**config.mk**
```make
export PLATFORM = sky130hd
export DESIGN_NAME = ga_cas_ready_gen
export DESIGN_NICKNAME = d
export VERILOG_FILES = /design/src/rtl/ga_cas_ready_gen.sv
export SDC_FILE = /design/constraint.sdc
export NUM_CORES = 1
export LEC_CHECK = 0
export CORE_AREA = 2 2 39 41
export CTS_BUF_LIST = sky130_fd_sc_hd__clkbuf_8
export CTS_CLUSTER_SIZE = 8
export DETAILED_ROUTE_END_ITERATION = 10
export DIE_AREA = 0 0 41 43
export GPL_ROUTABILITY_DRIVEN = 0
export PLACE_DENSITY_LB_ADDON = 0.1
export SYNTH_ARGS = -nofsm -noshare
export SYNTH_HDL_FRONTEND = slang
export SYNTH_SLANG_ARGS = --single-unit
export TNS_END_PERCENT = 10
```
**constraint.sdc**
```tcl
create_clock -name clk -period 0.8 [get_ports clk]
set_input_delay 0.12 -clock clk [delete_from_list [all_inputs] [get_ports clk]]
set_output_delay 0.12 -clock clk [all_outputs]
set_load 0.05 [all_outputs]
```
**src/rtl/ga_cas_ready_gen.sv**
```systemverilog
// CAS_N and CPU READY generation for the CPC gate array, decoded from the
// 16 MHz Johnson sequencer state.
module ga_cas_ready_gen (
  input  logic       clk,
  input  logic       reset,
  input  logic       cen_16,
  input  logic [7:0] S,
  input  logic       MREQ_N,
  input  logic       ROMEN_N,
  input  logic       CASAD_N,
  output logic       CAS_N,
  output logic       READY
);

  logic vid_cas;
  logic cpu_slot;
  logic cpu;
  logic ready_set;
  logic ready_q;

  // Video strobes use only the first three ticks of each byte window, so
  // E0 and 01 become the CAS-high gaps that split the two pulses.
  always_comb begin
    vid_cas  = 1'b0;
    cpu_slot = 1'b0;
    case (S)
      8'hFC, 8'hF8, 8'hF0: vid_cas  = 1'b1;
      8'hC0, 8'h80, 8'h00: vid_cas  = 1'b1;
      8'h0F, 8'h1F, 8'h3F: cpu_slot = 1'b1;
      default: ;
    endcase
  end

  assign cpu = cpu_slot & ~MREQ_N & ROMEN_N;

  always_ff @(posedge clk) begin
    if (reset) begin
      CAS_N <= 1'b1;
    end else if (cen_16) begin
      CAS_N <= ~(vid_cas | cpu);
    end
  end

  assign ready_set = S[3] & ~S[6];

  always_ff @(posedge clk) begin
    if (reset) begin
      ready_q <= 1'b0;
    end else begin
      ready_q <= ready_set | (ready_q & ~CASAD_N);
    end
  end

  // Held state is masked during reset so only the set term reaches READY.
  assign READY = ready_set | (~reset & ready_q & ~CASAD_N);

endmodule

```
==> summary.txt <==
Global route
  • Largest net degree at the start of global routing: 4
  • Global route overflow: 0
  • Vias in the first global route: 223
  • First-pass GRT wire length: 869 um
  • Total GRT Usage: 7.515%
  • Initial antenna violation count: 0

Synth
  • Mux contribution to synthesized area: 0%
  • Cells after Synth: 19
  • Syn_area_per_cell: 7.771 um2
  • Yosys Warn Count: 0
  • Synthesized flop and latch total: 2
  • Yosys cell types: 12
  • Largest family of logic cells by synthesized area: compound AO/OA/AOI/OAI gates
  • Sequential fraction of the synthesis area: 27.12%
  • Synth Area in Adders: 0%
  • Post-Synth Simple-Gate Area: 29.66%
  • Synthesized area: 147.6 um2
  • Post-synth net total: 33
  • Compound-cell area share of the yosys netlist: 33.05%
  • XOR/XNOR Fraction of Synth Area: 0%

Critical path
  • Worst Setup EP: READY
  • Worst Path Arrival: 850 ps
  • Reg2reg path depth: 2
  • RR Endpoint: CAS_N
  • Launch point of the worst path: ready_q
  • CP Launch Type: flop
  • CP Class: reg2out
  • R2r startpoint: CAS_N
  • Worst reg-to-reg setup slack: 10 ps
  • CP Max Fanout: 2
  • Worst EP required: 680 ps
  • Critical path capture point type: output port

Finish
  • Commonest non-fill, non-tap cell in the layout: dlygate4sd2_1
  • Diodes inserted: 0
  • Area growth from synthesis to layout: 197.5%
  • Layout cells sized above 1: 44.19%
  • Most frequent cells in the layout: dlygate4sd2_1 (7), inv_1 (5), clkdlybuf4s50_1 (4), buf_4 (4), clkbuf_8 (3)
  • Design Area, Final: 439.2 um2
  • Layout Nets: 58
  • Util after Layout: 31.74%

STA
  • Worst Skew: 0 ps
  • Final hold violation count: 0
  • Slew headroom: 83.81%
  • Min Tclk post-route: 965.3 ps
  • Fmax: 1.036 GHz
  • RSZ-0062 raised after global routing: yes
  • Final period util: 120.7%
  • Final setup violation count: 3
  • Worst-Margin Slew: 240.3 ps
  • Final WS setup: -165.3 ps
  • Final max-slew violation count: 0

Routing
  • Vias per std cell: 3.814
  • Routed len/inst: 9.475 um
  • ANT nets after route: 0
  • DR DRC count: 0
  • 1st-iter DRT viols: 0
  • Via Count: 225
  • Final wirelength: 559 um
  • DR pass1 iterations: 1

Power and ir drop
  • Power per cell area: 1507 mW/mm2
  • Peak VDD IR: 0.7357 mV
  • Leak: 0.2144 nW
  • Tot Pwr: 0.6618 mW

Run status
  • Failing checks: setup timing
  • Status: complete, but fails checks

Placed design
  • # port buffers: 15
  • Post-place setup slack: -507.1 ps
  • HPWL Detailed: 464.4 um
  • Placed inst area: 392.9 um2

Hold path
  • Tightest Hold Check Type: in2reg
  • WHS Path Cells: 3

Clocking
  • CTS Hold Bufs: 0
  • Deepest clock path buffer count: 2
  • Root buffer cell: clkbuf_8
  • Clk_lat worst skew: 210 ps
  • Clock transition at path regs: 30 ps
  • TritonCTS buffer count: 3
  • Post-CTS setup buffers: 0
  • Clock sink count: 2
  • CTS tree: yes
  • H-Tree Depth: 1

Floorplan
  • Row count: 14
  • Initial Util: 10.67%
  • Total core area: 0.001384 mm2
  • Die area: 0.001763 mm2
  • Die X: 41 um
  • Die Ht: 43 um
  • Top Ports: 16

Flow run
  • Max-Cap Viols: 0
==> worst min path at each step <==
stage                     start       to  slack [ps]
final                     reset  ready_q         350
after global routing      reset  ready_q         360
after detailed placement  CAS_N    CAS_N         570
after floorplan           reset  ready_q         190
after global placement    CAS_N    CAS_N         540
after CTS                 reset  ready_q         350
==> where the power goes <==
group	internal (mW)	switching, mW
sequential	0.101	0.00178
combinational	0.0910	0.0585
clock	0.325	0.0845
total	0.517	0.145
==> worst max-delay path, stage by stage, from the launching register on <==
cell	delay [ps]
dfxtp_1	290
a21o_4	200
buf_12	140
==> what timing repair did <==
action | in CTS | in global routing
resized for setup | 19 | 1
pin swaps | 4 | 1
endpoints found under the setup margin | 4 | 3
==> cell families (layout without fill, tap and decap cells) <==
group                  count (synthesis)  in the layout
buffers and inverters                  4             28
and+or+nand+nor                        7              7
DFF                                    2              2
AOI/OAI and AO/OA                      6              6
==> synthesized netlist by cell type <==
library cell / instances / area (um2)
inv_1: 4 / 15.01
a21oi_1: 2 / 10.01
dfxtp_1: 2 / 40.04
nor2_1: 2 / 7.510
nor2b_1: 2 / 12.51
a21o_1: 1 / 7.510
a221oi_1: 1 / 8.760
and4bb_1: 1 / 12.51
nand4_1: 1 / 6.260
nor3_1: 1 / 5.000
o22ai_1: 1 / 6.260
o41ai_2: 1 / 16.27
==> per-stage QoR <==
| step | TNS [ps] | cells | hold WS, ps |
|---|---|---|---|
| after floorplan | -21.21 | 19 | 191.6 |
| after global placement | -1453 | 55 | 538.8 |
| after detailed placement | -1468 | 55 | 571.1 |
| after CTS | -445.4 | 59 | 352.3 |
| after global routing | -505.9 | 59 | 361.9 |
| final | -422.0 | 59 | 351.0 |
==> cell type report <==
type | instances | area [um2]
clock buffers | 3 | 41.29
multi-input cells | 13 | 122.6
repair buffers | 20 | 192.7
well taps | 16 | 20.02
flip-flops and latches | 2 | 43.79
inverters | 4 | 15.01
fillers | 163 | 944.7
clock inverters | 1 | 3.754
==> sequential cells by signal, summed over array words and instances, names as in the netlist <==
register  count
CAS_N         1
ready_q       1
==> routing by layer <==
| metal | vias to the layer above | track usage, % | wire (um) |
|---|---|---|---|
| met5 | - | 0 | 0 |
| met4 | 0 | 8.000 | 15 |
| met3 | 2 | 2.094 | 44 |
| met2 | 8 | 10.94 | 289 |
| met1 | 98 | 7.668 | 209 |
| li1 | 117 | - | - |
(Power assumes the default switching activity.)
